`src/rtl/pc_fetch_ctrl.sv`:
```
// Multicycle fetch sequencer for the 16-bit core: owns the PC, runs the
// instruction-memory handshake and holds each instruction until commit.
module pc_fetch_ctrl #(
  parameter logic [15:0] RESET_PC = 16'h0000,
  parameter logic [15:0] EXC_VEC  = 16'h0002,
  parameter logic [7:0]  TIMEOUT  = 8'd255
) (
  input  logic        clk,
  input  logic        rst_n,
  output logic        imem_req,
  output logic [15:0] imem_addr,
  input  logic        imem_ack,
  input  logic [15:0] imem_rdata,
  output logic [15:0] instr,
  output logic        instr_valid,
  output logic [15:0] pc,
  output logic [15:0] pc_inc,
  input  logic        commit,
  input  logic [15:0] next_pc,
  input  logic        exc,
  input  logic        halt,
  output logic [15:0] epc,
  output logic        halted,
  output logic        err
);

  // state    | meaning
  // ST_RST   | first cycle after reset, no action
  // ST_FETCH | request outstanding at pc, waiting for imem_ack
  // ST_ISSUE | instruction held for decode, waiting for commit
  // ST_STOP  | halted or fetch timeout, terminal until reset
  localparam logic [1:0] ST_RST   = 2'd0;
  localparam logic [1:0] ST_FETCH = 2'd1;
  localparam logic [1:0] ST_ISSUE = 2'd2;
  localparam logic [1:0] ST_STOP  = 2'd3;

  localparam logic [15:0] NOP = 16'h0800;

  logic [1:0] state;
  logic [7:0] to_cnt;

  always_ff @(posedge clk or negedge rst_n) begin
    if (!rst_n) begin
      state  <= ST_RST;
      pc     <= RESET_PC;
      pc_inc <= RESET_PC + 16'd2;
      instr  <= NOP;
      epc    <= 16'h0000;
      halted <= 1'b0;
      err    <= 1'b0;
      to_cnt <= 8'd0;
    end else begin
      case (state)
        ST_RST: state <= ST_FETCH;
        ST_FETCH: begin
          // An ack always wins over a timeout landing in the same cycle.
          if (imem_ack) begin
            instr  <= imem_rdata;
            to_cnt <= 8'd0;
            state  <= ST_ISSUE;
          end else if (to_cnt == TIMEOUT - 8'd1) begin
            to_cnt <= TIMEOUT;
            err    <= 1'b1;
            halted <= 1'b1;
            state  <= ST_STOP;
          end else begin
            to_cnt <= to_cnt + 8'd1;
          end
        end
        ST_ISSUE: begin
          if (commit) begin
            if (exc) begin
              epc    <= pc_inc;
              pc     <= EXC_VEC;
              pc_inc <= EXC_VEC + 16'd2;
              state  <= ST_FETCH;
            end else if (halt) begin
              pc     <= pc_inc;
              pc_inc <= pc_inc + 16'd2;
              halted <= 1'b1;
              state  <= ST_STOP;
            end else begin
              pc     <= next_pc;
              pc_inc <= next_pc + 16'd2;
              state  <= ST_FETCH;
            end
          end
        end
        default: state <= ST_STOP;
      endcase
    end
  end

  assign imem_req    = (state == ST_FETCH);
  assign instr_valid = (state == ST_ISSUE);
  assign imem_addr   = pc;

endmodule

```
`config.mk`:
```
export PLATFORM = sky130hd
export DESIGN_NAME = pc_fetch_ctrl
export DESIGN_NICKNAME = d
export VERILOG_FILES = /design/src/rtl/pc_fetch_ctrl.sv
export SDC_FILE = /design/constraint.sdc
export NUM_CORES = 1
export LEC_CHECK = 0
export BUFFER_PORTS_ARGS = -buffer_cell sky130_fd_sc_hd__buf_2
export CAP_MARGIN = 20
export CORE_MARGIN = 8
export CORE_UTILIZATION = 51
export DETAILED_ROUTE_END_ITERATION = 8
export PLACE_DENSITY = 0.8
export SLEW_MARGIN = 20
export SYNTH_ARGS = -nofsm -noshare
export SYNTH_HDL_FRONTEND = slang
export SYNTH_SLANG_ARGS = --single-unit
```
`constraint.sdc`:
```
create_clock -name clk -period 2.31 [get_ports clk]
set_input_delay 0.231 -clock clk [delete_from_list [all_inputs] [get_ports clk]]
set_output_delay 0.231 -clock clk [all_outputs]
set_load 0.02 [all_outputs]
```
==> parameters.txt, run 1 <==
Parameter                              Value

Outcome
  Result of the run ... finished clean

STA
  Worst path setup slack after routing ... 0.293 ns
  Setup repair after global routing missed its margin ... false
  Sum Neg Setup Slack ... 0 ns
  Transition time at the pin with the least slew margin ... 0.754 ns
  Fin. Hold Viols ... 0
  Clock tree skew after final layout ... 0.0138 ns
  Final worst path period need ... 2.02 ns
  Share of the clock period used by the worst path after layout ... 87.3%
  Achievable clock frequency ... 496 MHz
  Worst slew slack as a fraction of its limit ... 49.7%
  Count of pins over their slew limit ... 0
  Count of endpoints failing setup in the final report ... 0

Final layout
  Number of nets at the end of the flow ... 491
  Commonest cells after routing, fill and taps aside ... sky130_fd_sc_hd__buf_2, sky130_fd_sc_hd__dfrtp_1, sky130_fd_sc_hd__nand2_1, sky130_fd_sc_hd__mux2_2, sky130_fd_sc_hd__o21ai_0
  Number of antenna diodes ... 0
  Proportion of layout cells with a drive suffix above 1 ... 39.6%
  Final std cell area, no fill ... 4520 µm²
  Number of inserted filler cells in the final layout ... 598
  Most common cell after layout, fill and taps aside ... sky130_fd_sc_hd__buf_2
  Area of all sequential standard cells ... 1900 µm²
  Multi-input logic area ... 1620 µm²
  P&R area growth vs syn ... 20.6%

Power
  Portion of total power attributed to combinational logic ... 44.4%
  Reported net switching power ... 2530 µW
  Sw Ratio ... 43.5%
  IR drop worst, VDD ... 0.000626 V
  Portion of total power attributed to sequential cells ... 40.5%
  Total leakage power ... 0.00226 µW
  Cell-internal power ... 3290 µW
  Clk network pwr share ... 15.1%
  Power per standard cell area ... 1290 nW/µm²

Drt
  Wire length per cell after detailed routing ... 16.9 µm
  Routed wire length ... 9360 µm
  Iter 0 DRT Violations ... 122
  Detailed-routing iteration count for the pre-antenna-repair pass ... 4
  Total number of vias ... 3006
  Number of nets with antenna violations after detailed routing ... 0
  Remaining DRCs ... 0
  Vias per inst ... 5.43

Placed design
  Total half-perimeter wirelength after legalization and detailed placement ... 6880 µm
  Placed cell area ... 4340 µm²
  Worst setup slack after placement ... 0.151 ns
  Routability Congestion ... 0.852
  Number of port buffers ... 121

Hold path
  Type of the worst min-delay path ... in -> reg
  Hold Crit Start ... imem_rdata[1]

Worst setup path
  Data required, critical path ... 2.52 ns
  Beginning of the critical path ... pc_inc[1]
  Startpoint of the most critical register-to-register path ... pc_inc[1]
  Worst Setup End Kind ... register
  Highest net fanout along the worst path ... 9
  Arrival time reported for the critical path endpoint ... 2.22 ns
  Worst Path Class, Setup ... reg -> reg
  Startpoint Class ... register

Synth
  Share of Yosys cell area claimed by the top area cell type ... 49.4%
  Dominant cell type by area after synthesis ... sky130_fd_sc_hd__dfrtp_1
  FF+latch count, synth ... 76
  Synth Net Count ... 387
  Sequential element share of the synthesized area ... 50.8%
  Syn_area_per_cell ... 10.8 µm²
  Syn Std Cell Area ... 3750 µm²
  Library cells used by synthesis ... 45
  Share of flip-flops with an asynchronous set or reset after synthesis ... 100%
  Number of enable flip-flop cells after synthesis ... 0
  YS warnings ... 0
  Top flip-flop cell by instance count after synthesis ... sky130_fd_sc_hd__dfrtp_1
  Number of instances in the synthesized netlist ... 346
  Dominant cells by area after synthesis ... sky130_fd_sc_hd__dfrtp_1, sky130_fd_sc_hd__mux2_2, sky130_fd_sc_hd__mux2i_1

Clock tree
  Buffers from clock root to sink, at most ... 2
  CTS HTree Levels ... 3
  Clock tree from TritonCTS ... built
  Clock latency on the worst-skew pair ... 0.35 ns
  Cells resized by post-CTS repair ... 0
  Sinks on the clock net ... 76
  Buffers inserted by post-CTS timing repair ... 0
  Clock-pin transition on the worst setup and hold timing paths ... 0.08 ns
  Root buffer cell ... sky130_fd_sc_hd__clkbuf_8
  Number of clock buffers inserted by TritonCTS ... 9

Die
  Die Footprint ... 10300 µm²
  Top-Level Pins ... 122
  Initial core utilization ... 52.2%
  Area inside the core boundary ... 7180 µm²
  Standard-cell row count ... 31
  DIE HEIGHT ... 102 µm
  Horiz. Die Dim ... 102 µm

Global routing
  Overall global routing resource usage ... 18.4%
  Via count of the first global-routing pass ... 3113
  First-pass GRT wire length ... 15000 µm
  Number of antenna violations at the first check in global routing ... 1
  Sum of overflow across all layers after global routing ... 0
  Largest net degree at the start of global routing ... 77

Flow run
  Reported max-cap violation count ... 0
## flip-flops by register name, summed over array words and instances, names as in the netlist
| signal | flops |
|---|---|
| halted | 1 |
| instr | 16 |
| epc | 16 |
| state | 2 |
| err | 1 |
| pc_inc | 16 |
| imem_addr | 16 |
| to_cnt | 8 |
## Yosys cell counts, types with 3 or more instances
master / number
sky130_fd_sc_hd__a21oi_1: 12
sky130_fd_sc_hd__a22oi_1: 4
sky130_fd_sc_hd__a31oi_1: 4
sky130_fd_sc_hd__and3_1: 4
sky130_fd_sc_hd__buf_2: 6
sky130_fd_sc_hd__buf_4: 18
sky130_fd_sc_hd__clkbuf_1: 10
sky130_fd_sc_hd__dfrtp_1: 74
sky130_fd_sc_hd__ha_1: 3
sky130_fd_sc_hd__inv_1: 4
sky130_fd_sc_hd__mux2_2: 35
sky130_fd_sc_hd__mux2i_1: 17
sky130_fd_sc_hd__nand2_1: 42
sky130_fd_sc_hd__nand2b_1: 5
sky130_fd_sc_hd__nand3_1: 12
sky130_fd_sc_hd__nand3b_1: 5
sky130_fd_sc_hd__nand4_1: 5
sky130_fd_sc_hd__nand4b_1: 4
sky130_fd_sc_hd__nor2_1: 8
sky130_fd_sc_hd__nor3_1: 3
sky130_fd_sc_hd__o21ai_0: 21
sky130_fd_sc_hd__o21ai_1: 3
sky130_fd_sc_hd__o221ai_1: 4
sky130_fd_sc_hd__o31ai_1: 8
sky130_fd_sc_hd__xnor2_1: 10
## final cells by class
type	instances	share of cell area (%)
flip-flops and latches	76	42.1
inverters	5	0.415
well taps	99	2.74
multi-input cells	230	35.8
repair buffers	128	15.2
clock buffers	14	3.38
clock inverters	2	0.277
## metal layers
layer | vias to the layer above | part of all wire, % | track usage, %
li1 | 1446 | - | -
met1 | 1445 | 43 | 21.8
met2 | 96 | 48 | 30.5
met3 | 17 | 7.6 | 5.36
met4 | 2 | 1.5 | 7.33
met5 | - | 0.11 | 0
## timing repair
action	4_1_cts	5_1_grt
hold buffers	1	0
endpoints found under the hold margin	74	0
setup endpoints to repair	0	0
## cell families (layout without fill, tap and decap cells)
family          count (synthesis)  after routing  share of synthesized area (%)
mux                            52             52                           15.1
flops                          76             76                           50.8
simple gates                   95             95                           12.9
fa+ha+maj                       3              3                           1.00
buf+inv                        40            149                           6.01
compound gates                 69             69                           11.7
xor+xnor                       11             11                           2.57
## critical path, stage by stage (launching register included)
cell	delay, ns
sky130_fd_sc_hd__dfstp_2	0.56
sky130_fd_sc_hd__mux2_2	0.16
sky130_fd_sc_hd__ha_1	0.34
sky130_fd_sc_hd__nand4b_1	0.14
sky130_fd_sc_hd__a22oi_1	0.29
sky130_fd_sc_hd__mux2i_1	0.25
sky130_fd_sc_hd__o221ai_1	0.14
## power groups by stage
stage | Sequential (µW) | Clock (µW) | Combinational (µW)
global route | 2460 | 960 | 2780
CTS | 2360 | 903 | 2620
detailed placement | 2390 | 0 | 2610
finish | 2360 | 877 | 2580
global placement | 2350 | 0 | 2560
floorplan | 2970 | 0 | 1180
## stage by stage
stage / power (µW) / util (%) / instances / hold WS (ns)
final: 5820 / 63.0 / 554 / 0.119
after global routing: 6200 / 63.0 / 554 / 0.104
after CTS: 5890 / 63.0 / 554 / 0.107
after detailed placement: 5000 / 60.5 / 537 / 0.288
after global placement: 4910 / 60.5 / 537 / 0.279
after floorplan: 4150 / - / 346 / -0.0646
## path summary, 6_finish.rpt
kind                              to  slack (ns)  cells past startpoint
min in group asynchronous     epc[0]        0.43                      3
setup reg to reg           pc_inc[7]        0.29                      6
hold / removal              instr[1]        0.12                      2
max in group asynchronous  instr[11]        1.51                      3
setup / recovery           pc_inc[7]        0.29                      6
hold reg to reg                  err        0.46                      1
Power figures use the tool's default switching activity.
==> inputs of run 2 (changes only) <==
Settings changed: CORE_ASPECT_RATIO set to 1.5.
==> run 2 against run 1 <==
Non-clock buffer count down 3. Clock-buffer cell count down 2. Wire length down 2.1%. Worst setup slack better by 0.030 ns. Largest cell class unchanged. Highest routed layer unchanged.
==> parameters.txt, run 2 (synthesis gave the netlist of run 1 again) <==
Parameter                              Value

Outcome
  Result of the run ... finished clean

Hold path
  Type of the worst min-delay path ... in -> async

Die
  Horiz. Die Dim ... 86.0 µm
  Standard-cell row count ... 38
  DIE HEIGHT ... 121 µm
  Die Footprint ... 10400 µm²
  Top-Level Pins ... 122
  Area inside the core boundary ... 7180 µm²
  Initial core utilization ... 52.2%

Worst setup path
  R2R cell count ... 6
  Data required, critical path ... 2.53 ns
  Startpoint Class ... register
  Stage delay of the slowest cell on the critical path ... 0.57 ns
  Critical register-to-register path endpoint ... pc_inc[7]
  Arrival time reported for the critical path endpoint ... 2.20 ns
  Worst Setup End Kind ... register
  Setup slack of the most critical reg-to-reg path ... 0.32 ns
  Worst Path Class, Setup ... reg -> reg
  Slowest CP cell ... sky130_fd_sc_hd__dfstp_2
  Startpoint of the most critical register-to-register path ... pc_inc[1]
  Kind of cell adding the most delay to the critical path ... flip-flops
  CP Buf/Inv Count ... 0
  CP cell instances ... mux2_2, ha_1, nand4b_1, a22oi_1, mux2i_1, o221ai_1
  Highest net fanout along the worst path ... 9

Flow run
  Reported max-cap violation count ... 0

Final layout
  Commonest cells after routing, fill and taps aside ... sky130_fd_sc_hd__buf_2, sky130_fd_sc_hd__dfrtp_1, sky130_fd_sc_hd__nand2_1, sky130_fd_sc_hd__mux2_2, sky130_fd_sc_hd__o21ai_0
  Area of all sequential standard cells ... 1900 µm²
  Number of nets at the end of the flow ... 488
  Number of inserted filler cells in the final layout ... 577
  P&R area growth vs syn ... 20.2%
  Number of antenna diodes ... 0
  Most common cell after layout, fill and taps aside ... sky130_fd_sc_hd__buf_2
  Proportion of layout cells with a drive suffix above 1 ... 39.5%
  Multi-input logic area ... 1620 µm²
  Number of standard cells in the final layout excluding fillers ... 551

Drt
  Detailed-routing iteration count for the pre-antenna-repair pass ... 4
  Number of nets with antenna violations after detailed routing ... 0
  Total number of vias ... 2982
  Vias per inst ... 5.41
  Remaining DRCs ... 0
  Routed wire length ... 9160 µm
  Iter 0 DRT Violations ... 175
  Wire length per cell after detailed routing ... 16.6 µm

STA
  Clock tree skew after final layout ... 0.00680 ns
  Count of pins over their slew limit ... 0
  Transition time at the pin with the least slew margin ... 0.925 ns
  Achievable clock frequency ... 503 MHz
  Sum Neg Setup Slack ... 0 ns
  Worst slew slack as a fraction of its limit ... 38.4%
  Count of endpoints failing setup in the final report ... 0
  Final worst path period need ... 1.99 ns
  Setup repair after global routing missed its margin ... false
  Share of the clock period used by the worst path after layout ... 86.0%
  Fin. Hold Viols ... 0

Power
  Total leakage power ... 0.00226 µW
  Power per standard cell area ... 1300 nW/µm²
  IR drop worst, VDD ... 0.000863 V
  Overall power after layout ... 5860 µW

Clock tree
  Cells resized by post-CTS repair ... 0
  Number of clock buffers inserted by TritonCTS ... 9
  Clock latency on the worst-skew pair ... 0.35 ns
  Buffers inserted by post-CTS timing repair ... 0
  Root buffer cell ... sky130_fd_sc_hd__clkbuf_8
  CTS HTree Levels ... 3
  Post-cts hold buffer count ... 0
  Buffers from clock root to sink, at most ... 2
  Clock tree from TritonCTS ... built
  Sinks on the clock net ... 76
  Clock-pin transition on the worst setup and hold timing paths ... 0.07 ns

Global routing
  Largest net degree at the start of global routing ... 77
  First-pass GRT wire length ... 14900 µm
  Number of antenna violations at the first check in global routing ... 1
  Overall global routing resource usage ... 18.2%
  Via count of the first global-routing pass ... 3028
  Sum of overflow across all layers after global routing ... 0

Placed design
  Number of placed instances with taps included ... 536
  Number of port buffers ... 121
  Total half-perimeter wirelength after legalization and detailed placement ... 6940 µm
  Routability Congestion ... 0.820
## run 2: cell count changes in the layout (fill, tap and decap cells not counted)
cell	before	now
sky130_fd_sc_hd__buf_4	5	3
sky130_fd_sc_hd__bufinv_16	0	1
sky130_fd_sc_hd__clkbuf_1	4	3
sky130_fd_sc_hd__clkbuf_8	10	9
sky130_fd_sc_hd__clkinv_2	1	2
sky130_fd_sc_hd__clkinvlp_4	1	0
sky130_fd_sc_hd__dlygate4sd3_1	1	0
## run 2: how the worst max path moves through the flow
stage | start | to | slack, ns | cells after the start
floorplan | halt | pc_inc[9] | 0.23 | 9
global placement | halt | pc_inc[15] | 0.26 | 7
detailed placement | halt | pc_inc[12] | 0.22 | 7
CTS | pc_inc[1] | pc_inc[7] | 0.34 | 6
global route | pc_inc[1] | pc_inc[7] | 0.16 | 6
finish | pc_inc[1] | pc_inc[7] | 0.32 | 6
## run 2: where the power goes
part | switching, µW | internal (µW) | total [µW]
Sequential | 463 | 1900 | 2360
Clock | 446 | 491 | 936
Combinational | 1590 | 968 | 2560
Total | 2500 | 3360 | 5860
## run 2: cell type report
| cell class | count | area share, % |
|---|---|---|
| clock buffer | 12 | 3.00 |
| clock inverter | 3 | 0.889 |
| inverter | 5 | 0.417 |
| multi-input combinational | 230 | 35.9 |
| sequential | 76 | 42.3 |
| tap | 100 | 2.78 |
| timing repair buffer | 125 | 14.7 |
## run 2: through the flow
step	instance area [µm²]	utilization [%]	hold WS [ns]	worst slack (ns)
after floorplan	3750	-	-0.0646	0.234
after global placement	4330	60.3	0.430	0.264
after detailed placement	4330	60.3	0.436	0.222
after CTS	4500	62.7	0.0514	0.337
after global routing	4500	62.7	0.100	0.163
final	4500	62.7	0.0117	0.323
## run 2: per-layer routing
layer	track usage, %	part of all wire (%)	routed length (µm)	vias up
li1	-	-	-	1426
met3	6.98	8.3	759	19
met1	19.5	38	3500	1423
met2	30.7	51	4630	112
met5	0	0.14	13	-
met4	8.59	2.7	251	2
